<file path="src/rtl/spi_master.sv">
// SPI mode 0 master: serialises bytes MSB-first on mosi, samples miso on the last cycle of each
// sck high phase, keeps cs_n low across a burst and closes the frame on a byte marked tx_last.
module spi_master #(
   parameter int CLK_DIV  = 4,
   parameter int CS_SETUP = 2,
   parameter int CS_HOLD  = 2
) (
   input  logic       clk,
   input  logic       rst_n,
   output logic       sck,
   output logic       mosi,
   input  logic       miso,
   output logic       cs_n,
   input  logic [7:0] tx_data,
   input  logic       tx_last,
   input  logic       tx_valid,
   output logic       tx_ready,
   output logic [7:0] rx_data,
   output logic       rx_valid,
   output logic       busy
);

   localparam int MAX_A   = (CLK_DIV > CS_SETUP) ? CLK_DIV : CS_SETUP;
   localparam int MAX_CNT = (MAX_A > CS_HOLD) ? MAX_A : CS_HOLD;
   localparam int CNT_W   = $clog2(MAX_CNT + 1);

   localparam logic [CNT_W-1:0] DIV_END   = CNT_W'(CLK_DIV - 1);
   localparam logic [CNT_W-1:0] SETUP_END = CNT_W'(CS_SETUP - 1);
   localparam logic [CNT_W-1:0] HOLD_END  = CNT_W'(CS_HOLD - 1);

   typedef enum logic [2:0] {
      S_IDLE, S_SETUP, S_LOW, S_HIGH, S_WAIT, S_HOLD, S_GAP
   } state_e;

   // tx_valid/tx_ready: a byte moves on any clk edge where both are high; tx_data and
   // tx_last are captured on that edge and tx_ready is low from the next cycle on.
   state_e           state_q, state_d;
   logic [CNT_W-1:0] cnt_q, cnt_d;
   logic [2:0]       bit_q, bit_d;
   logic [7:0]       tx_sh_q, tx_sh_d;
   logic [7:0]       rx_sh_q, rx_sh_d;
   logic             last_q, last_d;
   logic             miso_meta_q, miso_sync_q;
   logic             sck_q, sck_d;
   logic             mosi_q, mosi_d;
   logic             cs_n_q, cs_n_d;
   logic             tx_ready_q, tx_ready_d;
   logic [7:0]       rx_data_q, rx_data_d;
   logic             rx_valid_q, rx_valid_d;
   logic             busy_q, busy_d;
   logic             accept;

   assign accept = tx_valid & tx_ready_q;

   always_comb begin
      state_d    = state_q;
      cnt_d      = cnt_q + CNT_W'(1);
      bit_d      = bit_q;
      tx_sh_d    = tx_sh_q;
      rx_sh_d    = rx_sh_q;
      last_d     = last_q;
      rx_data_d  = rx_data_q;
      rx_valid_d = 1'b0;
      case (state_q)
         S_IDLE, S_WAIT: begin
            cnt_d = '0;
            if (accept) begin
               tx_sh_d = tx_data;
               last_d  = tx_last;
               bit_d   = 3'd7;
               // Inside a burst the chip select is already set up, so go straight to LOW.
               state_d = (state_q == S_IDLE) ? S_SETUP : S_LOW;
            end
         end
         S_SETUP: begin
            if (cnt_q == SETUP_END) begin
               state_d = S_LOW;
               cnt_d   = '0;
            end
         end
         S_LOW: begin
            if (cnt_q == DIV_END) begin
               state_d = S_HIGH;
               cnt_d   = '0;
            end
         end
         S_HIGH: begin
            if (cnt_q == DIV_END) begin
               cnt_d   = '0;
               rx_sh_d = {rx_sh_q[6:0], miso_sync_q};
               if (bit_q != 3'd0) begin
                  bit_d   = bit_q - 3'd1;
                  tx_sh_d = {tx_sh_q[6:0], 1'b0};
                  state_d = S_LOW;
               end else begin
                  rx_data_d  = {rx_sh_q[6:0], miso_sync_q};
                  rx_valid_d = 1'b1;
                  state_d    = last_q ? S_HOLD : S_WAIT;
               end
            end
         end
         S_HOLD: begin
            if (cnt_q == HOLD_END) begin
               state_d = S_GAP;
               cnt_d   = '0;
            end
         end
         S_GAP: begin
            if (cnt_q == DIV_END) begin
               state_d = S_IDLE;
               cnt_d   = '0;
            end
         end
         default: begin
            state_d = S_IDLE;
            cnt_d   = '0;
         end
      endcase
   end

   // Outputs are registered from the next state so each pin lines up with state_q.
   always_comb begin
      sck_d      = (state_d == S_HIGH);
      cs_n_d     = (state_d == S_IDLE) || (state_d == S_GAP);
      mosi_d     = (state_d == S_IDLE || state_d == S_GAP) ? 1'b0 : tx_sh_d[7];
      tx_ready_d = (state_d == S_IDLE) || (state_d == S_WAIT);
      busy_d     = (state_d != S_IDLE);
   end

   always_ff @(posedge clk or negedge rst_n) begin
      if (!rst_n) begin
         state_q     <= S_IDLE;
         cnt_q       <= '0;
         bit_q       <= '0;
         tx_sh_q     <= '0;
         rx_sh_q     <= '0;
         last_q      <= 1'b0;
         miso_meta_q <= 1'b0;
         miso_sync_q <= 1'b0;
         sck_q       <= 1'b0;
         mosi_q      <= 1'b0;
         cs_n_q      <= 1'b1;
         tx_ready_q  <= 1'b0;
         rx_data_q   <= '0;
         rx_valid_q  <= 1'b0;
         busy_q      <= 1'b0;
      end else begin
         state_q     <= state_d;
         cnt_q       <= cnt_d;
         bit_q       <= bit_d;
         tx_sh_q     <= tx_sh_d;
         rx_sh_q     <= rx_sh_d;
         last_q      <= last_d;
         miso_meta_q <= miso;
         miso_sync_q <= miso_meta_q;
         sck_q       <= sck_d;
         mosi_q      <= mosi_d;
         cs_n_q      <= cs_n_d;
         tx_ready_q  <= tx_ready_d;
         rx_data_q   <= rx_data_d;
         rx_valid_q  <= rx_valid_d;
         busy_q      <= busy_d;
      end
   end

   assign sck      = sck_q;
   assign mosi     = mosi_q;
   assign cs_n     = cs_n_q;
   assign tx_ready = tx_ready_q;
   assign rx_data  = rx_data_q;
   assign rx_valid = rx_valid_q;
   assign busy     = busy_q;

endmodule

</file>
<file path="config.mk">
export PLATFORM = sky130hd
export DESIGN_NAME = spi_master
export DESIGN_NICKNAME = d
export VERILOG_FILES = /design/src/rtl/spi_master.sv
export SDC_FILE = /design/constraint.sdc
export NUM_CORES = 1
export LEC_CHECK = 0
export ABC_CLOCK_PERIOD_IN_PS = 2830
export CAP_MARGIN = 20
export CORE_MARGIN = 4
export CORE_UTILIZATION = 50
export CTS_CLUSTER_SIZE = 14
export DETAILED_ROUTE_END_ITERATION = 10
export MAX_ROUTING_LAYER = met4
export PLACE_DENSITY = 0.84
export SLEW_MARGIN = 10
export SYNTH_ARGS = -nofsm -noshare
export SYNTH_HDL_FRONTEND = slang
export SYNTH_SLANG_ARGS = --single-unit
</file>
<file path="constraint.sdc">
create_clock -name clk -period 2.83 [get_ports clk]
set_input_delay 0.283 -clock clk [delete_from_list [all_inputs] [get_ports clk]]
set_output_delay 0.283 -clock clk [all_outputs]
set_load 0.1 [all_outputs]
</file>
Yosys cells after proc, flatten, opt, wreduce, memory -nomap -nowiden:

Cells that the tools add are included.

* register bits: 41
* input bits: 13
* output and inout port bits: 14
* logic and storage cells: 73

* add/subtract/negate cells: 2
* equal/unequal tests: 14
* multiplexer cells: 25
* bitwise gates (word level): 2
* reduce and logical (&&, ||, !) cells: 14

Operators by type and width (number)
* $mux 3: 12
* $mux 8: 3
* $pmux 3 s6: 1
* $pmux 8 s2: 1
* $eq 3x3->1 const B: 5
* $eq 3x2->1 const B: 4
* $pmux 3 s2: 2
* $eq 3x1->1 const B: 2
* $logic_not 3->1: 2
* $ne 2x2->1 const B: 3
* $reduce_bool 3->1: 2
* $mux 1: 5
* $reduce_and 2->1: 2
* $reduce_and 4->1: 1
* $reduce_or 2->1: 2
* $add 3x1->3 const B: 1
* $reduce_and 3->1: 1
* $reduce_or 3->1: 1
* $sub 3x1->3 const B: 1
* $logic_or 1x1->1: 2
* $mux 2: 1
* $reduce_bool 2->1: 1
* $and 1x1->1: 1
* $not 1->1: 1

Longest topological paths before layout:

Gate-level depths: netlist of run 1.

* depth in word-level cells: 7
* gate-level depth with buffers: 7
* gate-level depth less buffers: 6

Least setup slack after synthesis of run 1:

No wires, ideal clock.

* path type: register -> register
* start: register tx_ready_q (netlist: tx_ready)
* end: register bit_q[2]
* library setup time: 0.131 ns
* arrival: 1.941 ns
* required time: 2.699 ns
* slack: 0.758 ns
* stages on the path, launching flop included: 5
* buffers on the path: 0
* clock period less this slack: 2.072 ns
* cell sequence: dfrtp_1 -> and4bb_2 -> a21oi_2 -> o31a_1 -> or3_1

* word-level cells in the longest chain between the ends: 3

RTL lines
* from (decl): line 47 `logic tx_ready_q, tx_ready_d;`
* from (signal assigned): line 159 `tx_ready_q <= tx_ready_d;`
* $and 1x1->1: line 53 `assign accept = tx_valid & tx_ready_q;`
* $ne 2x2->1 (no source line)
* $reduce_and 4->1 (no source line)
* to (signal assigned): line 150 `bit_q <= bit_d;`
* to (decl): line 39 `logic [2:0] bit_q, bit_d;`

No other way between the ends.
A chain may end at the register's enable or synchronous reset.

Final worst setup path of run 1:

* start: register cnt_q[0]
* end: register tx_sh_q[1]

* word-level cells in the longest chain between the ends: 3

RTL lines
* from (decl): line 38 `logic [CNT_W-1:0] cnt_q, cnt_d;`
* from (signal assigned): line 149 `cnt_q <= cnt_d;`
* $eq 3x2->1: line 88 `if (cnt_q == DIV_END) begin`
* $ne 2x2->1 (no source line)
* $reduce_and 4->1 (no source line)
* to (signal assigned): line 151 `tx_sh_q <= tx_sh_d;`
* to (decl): line 40 `logic [7:0] tx_sh_q, tx_sh_d;`

No other way between the ends.

==> key figures, run 1 <==
Outcome
  – Status: finished, final reports clean

Routing
  – Met2 wire len: 1770 um
  – Via count: roughly 1,300
  – Detail Route Antenna Nets: 0
  – Pre-Repair DR Iteration Count: 4
  – Initial DRC count: 103
  – Routed wire length: approximately 3400 um
  – Post-Route M1 WL: 1450 um
  – DR top layer: met4
  – Routed wl met3: roughly 190 um
  – Via density: ~5.5
  – Routed WL per cell: about 15 um
  – DRC Markers: 0

Worst setup path
  – R2R cell count: 6
  – CP arrival: 2.20 ns
  – Setup crit end: tx_sh_q[1]
  – CP startpoint kind: register
  – Crit path launch: cnt_q[0]
  – Worst-path maximum fanout: 8
  – FF-to-FF End: tx_sh_q[1]
  – Worst Path Required: about 3 ns
  – Type of the worst setup path: register to register
  – Worst Setup End Kind: register
  – RR Startpoint: cnt_q[0]
  – Worst R2R Setup Slack: about 0.81 ns

Clock tree
  – Total clock sinks: just over 40
  – Post-CTS Repair Setup Buffers: 0
  – H-tree depth: 2
  – Clk_lat worst skew: between 0.2 and 0.3 ns
  – Total CTS buffers: 5
  – Worst-path clk slew: 0.07 ns
  – CTS Hold Buffers Added: 0
  – CTS tree: done
  – Max clock buf depth: 2
  – CTS-repair resized insts: 0
  – CTS Root Cell: clkbuf_8

Synth
  – Post-synth ARST share: between 90% and 100%
  – Post-synth EDFFs: 0
  – Syn_area_per_cell: 11.4 um^2
  – Ys Warns: 0
  – Synthesized area: roughly 1900 um^2
  – Post-synth top flop: dfrtp_1
  – Post-Synthesis Cells: 163
  – Register area share after synthesis: between 50% and 60%
  – Synth Net Count: approximately 180
  – Flops & latches, synth: slightly above 40
  – Synth unique cells: around 40

STA
  – Final Slew Violations: 0
  – Min Tclk post-route: between 2 and 2.5 ns
  – Final Hold Fails: 0
  – RSZ-0062 raised after global routing: false
  – Rel. slew slack: around two fifths
  – Setup ws final: around 0.8 ns
  – Max Clock Skew: between 0.003 and 0.004 ns
  – Setup tns final: 0 ns
  – Endpoints failing setup: 0
  – Worst Tran Pin Value: about 0.88 ns
  – Tcrit/Tclk final: approximately 70%
  – Max Clk Rate: 495 MHz
  – Final hold slack: between 0.1 and 0.15 ns

Power and ir drop
  – PwrDens: approximately 900 nW/um^2
  – Power Total: 2.01 mW
  – Maximum VDD drop: around 0.00045 V
  – P_leak: 1.07 nW

Place
  – Routability Congestion: around 0.79
  – Placed Area: between 2000 and 2500 um^2
  – Number of I/O port buffers: 26
  – DP HPWL: ~2500 um
  – Pre-CTS WS: 0.767 ns
  – Placed Cells incl. Taps: 230

Global route
  – Pin count of the biggest net entering global routing: between 40 and 50
  – Global-route usage over all layers: 17.5%
  – Via count of the first global-routing pass: between 1,000 and 1,500
  – Grt ovf: 0
  – First-pass GRT wire length: ~5900 um
  – Initial antenna violation count: 0

Floorplan
  – # IOs: 27
  – Initial Util: 53.5%
  – Cell Rows: 21
  – Total core area: about 3500 um^2
  – Die Area: ~4800 um^2
  – Die H: 68.9 um
  – Die X-Extent: a little under 70 um

Layout
  – Design area: approximately 2200 um^2
  – Final Instance Count excl. Fillers: 237
  – Area growth syn-to-layout: 18.0%
  – # nets final: between 200 and 250
  – Fillers: slightly below 300
  – Post-layout util: a little over three fifths
  – ANT cells: 0
  – Fraction of layout cells with a size suffix above 1: a little under a quarter

Hold path
  – Hold/Removal Path Class: primary input to asynchronous set/reset pin

Job
  – Max Cap Viol: 0
how the worst min path moves through the flow:
stage                 from     endpoint  slack, ns  cells past startpoint
6_report             rst_n     tx_ready       0.11                      1
5_1_grt              rst_n     tx_ready       0.18                      1
4_1_cts              rst_n   state_q[1]       0.13                      1
3_5_place_dp   miso_meta_q  miso_sync_q       0.34                      0
3_3_place_gp   miso_meta_q  miso_sync_q       0.33                      0
2_1_floorplan        rst_n     bit_q[0]      -0.01                      0
Yosys cell counts, types with 2 or more instances:
cell	number	area, um^2
or3_1	2	12.5
buf_2	3	15.0
a22o_1	5	43.8
nor2_1	8	30.0
nand2b_1	2	12.5
nand3_1	2	10.0
inv_1	7	26.3
mux2_2	14	158
nor2b_1	4	25.0
dfrtp_1	40	1000
nand3b_1	2	15.0
o31a_1	2	17.5
o21ai_0	6	30.0
a21oi_1	2	10.0
ha_1	7	87.6
nand2_1	32	120
logic make-up (layout without fill, tap and decap cells):
logic type               count (synthesis)  in the layout  synth area share [%]
AND/OR/NAND/NOR                         64             64                  18.2
AO/OA/AOI/OAI                           24             24                  9.50
multiplexers                            15             15                  9.03
adder cells (fa/ha/maj)                  7              7                  4.72
flip-flops                              41             41                  55.3
buffers and inverters                   12             40                  3.23
worst max-delay path: stages (launching register included):
cell and delay (ns):
dfrtp_1 0.37, ha_1 0.20, ha_1 0.24, nand4b_2 0.25
nor2_1 0.45, a22oi_1 0.13, o31ai_1 0.27
cell usage in the layout, fill, tap and decap left out, types with 2 or more instances in the layout:
master	synthesis	routed
nand2b_1	2	2
mux2_2	14	14
buf_4	1	14
inv_1	7	7
clkdlybuf4s50_1	0	11
o21ai_0	6	6
nand3_1	2	2
a22o_1	5	5
ha_1	7	7
o31a_1	2	2
a21oi_1	2	2
nor2_1	8	8
nand3b_1	2	2
nand2_1	32	32
or3_1	2	2
dfrtp_1	40	40
nor2b_1	4	4
clkbuf_8	0	6
power by group:
| part | leakage (nW) | internal, mW | switching, mW |
|---|---|---|---|
| clock network | 0.0433 | 0.193 | 0.188 |
| registers | 0.525 | 0.746 | 0.116 |
| logic | 0.504 | 0.260 | 0.507 |
final cells by class:
cell class              instances  area (um^2)  area share (%)
flip-flops and latches         41         1030            46.9
multi-input cells             110          769            35.1
repair buffers                 26          220            10.1
clock buffers                   6         82.6            3.77
well taps                      46         57.6            2.63
inverters                       7         26.3            1.20
clock inverters                 1         7.51           0.343
flip-flops by register name, summed over array words and instances (netlist names), 3 cells and up:
| register | cells |
|---|---|
| bit_q | 3 |
| cnt_q | 3 |
| tx_sh_q | 8 |
| rx_sh_q | 7 |
| state_q | 3 |
| rx_data | 8 |
per-layer routing:
| layer | track usage, % | up-vias |
|---|---|---|
| met3 | 6.48 | 4 |
| met4 | 6.57 | 0 |
| met2 | 27.9 | 37 |
| li1 | - | 620 |
| met5 | - | - |
| met1 | 20.3 | 652 |
Power figures use the tool's default switching activity.
==> inputs of run 2 (changes only) <==
--- a/config.mk
+++ b/config.mk
@@ -5,14 +5,14 @@
 export SDC_FILE = /design/constraint.sdc
 export NUM_CORES = 1
 export LEC_CHECK = 0
-export ABC_CLOCK_PERIOD_IN_PS = 2830
+export ABC_CLOCK_PERIOD_IN_PS = 1750
 export CAP_MARGIN = 20
 export CORE_MARGIN = 4
-export CORE_UTILIZATION = 50
+export CORE_UTILIZATION = 48
 export CTS_CLUSTER_SIZE = 14
 export DETAILED_ROUTE_END_ITERATION = 10
 export MAX_ROUTING_LAYER = met4
-export PLACE_DENSITY = 0.84
+export PLACE_DENSITY = 0.85
 export SLEW_MARGIN = 10
 export SYNTH_ARGS = -nofsm -noshare
 export SYNTH_HDL_FRONTEND = slang
==> constraint.sdc (replaced) <==
create_clock -name clk -period 1.75 [get_ports clk]
set_input_delay 0.175 -clock clk [delete_from_list [all_inputs] [get_ports clk]]
set_output_delay 0.175 -clock clk [all_outputs]
set_load 0.1 [all_outputs]
==> run 2 against run 1 <==
Compared with the run above: the flow now finishes with violations (setup timing); largest cell class unchanged; setup slack lost 0.81 ns; highest routed layer unchanged; core utilization grew 3.1 points; first-iteration DRC count shrank 21%; non-clock buffer count grew 16; sequential share of layout area shrank 4.7 points; combinational power grew 98%; largest power group is now combinational logic; global-route usage shrank 2.0 points; register-to-register slack lost 0.81 ns; worst hold slack gained 0.22 ns; sequential power grew 66%; via count grew 0.30%; clock skew grew 0.0063 ns.
==> key figures, run 2 (same netlist as run 1, synthesis figures left out) <==
Outcome
  – Status: finished with violations (was finished, final reports clean)
  – Failing checks: setup timing

STA
  – Min Tclk post-route: 1.75 ns (was 2.02 ns)
  – Final Slew Violations: 0 (unchanged)
  – Final hold slack: 0.333 ns (was 0.109 ns)
  – Setup tns final: -0.00370 ns (was 0 ns)
  – Rel. slew slack: 77.7% (was 41.6%)
  – Final Hold Fails: 0 (unchanged)
  – Max Clk Rate: 570 MHz (was 495 MHz)
  – RSZ-0062 raised after global routing: true (was false)
  – Setup ws final: -0.00370 ns (was 0.809 ns)
  – Tcrit/Tclk final: 100% (was 71.4%)
  – Endpoints failing setup: 1 (was 0)
  – Max Clock Skew: 0.0102 ns (was 0.00389 ns)
  – Worst Tran Pin Value: 0.334 ns (was 0.876 ns)

Worst setup path
  – Crit path largest cell delay: 0.41 ns (was 0.45 ns)
  – Worst-path maximum fanout: 4 (was 8)
  – Buf/Inv on CP: 0 (unchanged)
  – Worst Path Required: 1.94 ns (was 3.01 ns)
  – Type of the worst setup path: register to register (unchanged)
  – Slowest-stage cell, CP: dfrtp_1 (was nor2_1)
  – CP most frequent cell: ha_4 (was ha_1)
  – Largest delay contributor family on the critical path: compound AO/OA/AOI/OAI gates (was simple AND/OR/NAND/NOR gates)
  – CP startpoint kind: register (unchanged)
  – Worst R2R Setup Slack: -0.004 ns (was 0.81 ns)
  – CP cell instances: ha_4 -> ha_4 -> and4b_1 -> a32o_2 -> and4_4 -> o31a_1 (was ha_1 -> ha_1 -> nand4b_2 -> nor2_1 -> a22oi_1 -> o31ai_1)
  – Worst Setup End Kind: register (unchanged)
  – CP arrival: 1.94 ns (was 2.20 ns)

Floorplan
  – # IOs: 27 (unchanged)
  – Total core area: 3690 um^2 (was 3470 um^2)
  – Die X-Extent: 70.2 um (was 68.9 um)
  – Die H: 70.2 um (was 68.9 um)
  – Cell Rows: 22 (was 21)
  – Initial Util: 50.3% (was 53.5%)
  – Die Area: 4930 um^2 (was 4750 um^2)

Routing
  – Detail Route Antenna Nets: 0 (unchanged)
  – DRC Markers: 0 (unchanged)
  – Initial DRC count: 81 (was 103)
  – Via density: 5.14 (was 5.54)
  – Pre-Repair DR Iteration Count: 5 (was 4)
  – Routed WL per cell: 13.4 um (was 14.5 um)
  – Routed wire length: 3440 um (about the same)
  – Via count: 1,317 (was 1,313)

Clock tree
  – Max clock buf depth: 2 (unchanged)
  – Total clock sinks: 41 (unchanged)
  – Post-CTS Repair Setup Buffers: 0 (unchanged)
  – Clk_lat worst skew: 0.30 ns (was 0.29 ns)
  – CTS Root Cell: clkbuf_8 (unchanged)
  – CTS tree: done (unchanged)
  – Total CTS buffers: 5 (unchanged)
  – Worst-path clk slew: 0.08 ns (was 0.07 ns)
  – H-tree depth: 2 (unchanged)

Place
  – Routability Congestion: 0.848 (was 0.790)
  – Placed Cells incl. Taps: 247 (was 230)
  – DP HPWL: 2500 um (was 2510 um)
  – Number of I/O port buffers: 26 (unchanged)
  – Pre-CTS WS: -0.0671 ns (was 0.767 ns)

Global route
  – Global-route usage over all layers: 15.5% (was 17.5%)
  – First-pass GRT wire length: 5840 um (was 5860 um)
  – Pin count of the biggest net entering global routing: 42 (unchanged)
  – Initial antenna violation count: 0 (unchanged)
  – Grt ovf: 0 (unchanged)
  – Via count of the first global-routing pass: 1,313 (was 1,323)

Layout
  – Most frequent cells in the layout: dfrtp_1, nand2_1, buf_4 (was dfrtp_1, nand2_1, mux2_2, buf_4, clkdlybuf4s50_1)
  – # nets final: 227 (was 211)
  – Post-layout util: 66.2% (was 63.2%)
  – Final Instance Count excl. Fillers: 256 (was 237)
  – Area growth syn-to-layout: 31.6% (was 18.0%)
  – Most common cell after layout, fill and taps aside: dfrtp_1 (unchanged)
  – Fraction of layout cells with a size suffix above 1: 34.1% (was 23.6%)
  – ANT cells: 0 (unchanged)

Job
  – Max Cap Viol: 0 (unchanged)

Hold path
  – Hold/Removal Path Class: primary input to register (was primary input to asynchronous set/reset pin)

Power and ir drop
  – PwrDens: 1470 nW/um^2 (was 917 nW/um^2)
  – Maximum VDD drop: 0.000740 V (was 0.000446 V)
  – P_leak: 1.18 nW (was 1.07 nW)
==> run 2: cell types whose count changed in the layout (fill, tap and decap cells not counted), moves of 2 or more <==
| cell | delta |
|---|---|
| buf_12 | +4 |
| buf_4 | +11 |
| ha_1 | -3 |
| ha_4 | +3 |
| nor2b_1 | -2 |
==> run 2: area by class of cell <==
cell class | count | area (um^2)
inverters | 7 | 26.3
well taps | 48 | 60.1
clock buffers | 6 | 82.6
repair buffers | 42 | 393
multi-input cells | 110 | 837
flip-flops and latches | 41 | 1030
clock inverters | 2 | 13.8
fillers | 310 | 1240
==> run 2: metrics by stage <==
stage	area, um^2	power, mW
after floorplan	1890	2.40
after global placement	2290	2.87
after detailed placement	2290	2.91
after CTS	2420	3.59
after global routing	2440	3.82
final	2440	3.59
==> run 2: timing repair <==
item	CTS	global route
hold buffers	1	0
hold endpoints to repair	40	0
resized for setup	5	4
endpoints found under the setup margin	3	18
==> run 2: report_power, final <==
part | switching [mW] | internal (mW) | total, mW | leakage [nW]
clock | 0.318 | 0.319 | 0.637 | 0.0512
combinational | 0.869 | 0.655 | 1.52 | 0.601
sequential | 0.216 | 1.21 | 1.43 | 0.524
==> run 2: metal layers <==
metal	share of wire, %	up-vias	GRT usage, %	wire (um)
met2	49	31	24.4	1700
met3	5.0	5	5.32	171
met1	44	627	18.3	1520
li1	-	654	-	-
met5	0	-	-	0
met4	1.4	0	5.96	48
==> run 2: worst reg2reg max path: cells and delay by family, from the launching register on <==
family / cells / cell delay, ns
AND/OR/NAND/NOR: 2 / 0.36
adder cells (fa/ha/maj): 2 / 0.36
flip-flops: 1 / 0.41
AO/OA/AOI/OAI: 2 / 0.51
==> run 2: final timing paths <==
| path | to | cells past startpoint | start |
|---|---|---|---|
| min in group asynchronous | tx_ready | 3 | rst_n |
| worst min-delay path | miso_meta_q | 1 | miso |
| max in group asynchronous | cs_n | 3 | rst_n |
| worst max register to register | mosi | 6 | cnt_q[1] |
| worst min register to register | miso_sync_q | 0 | miso_meta_q |
| worst max-delay path | mosi | 6 | cnt_q[1] |
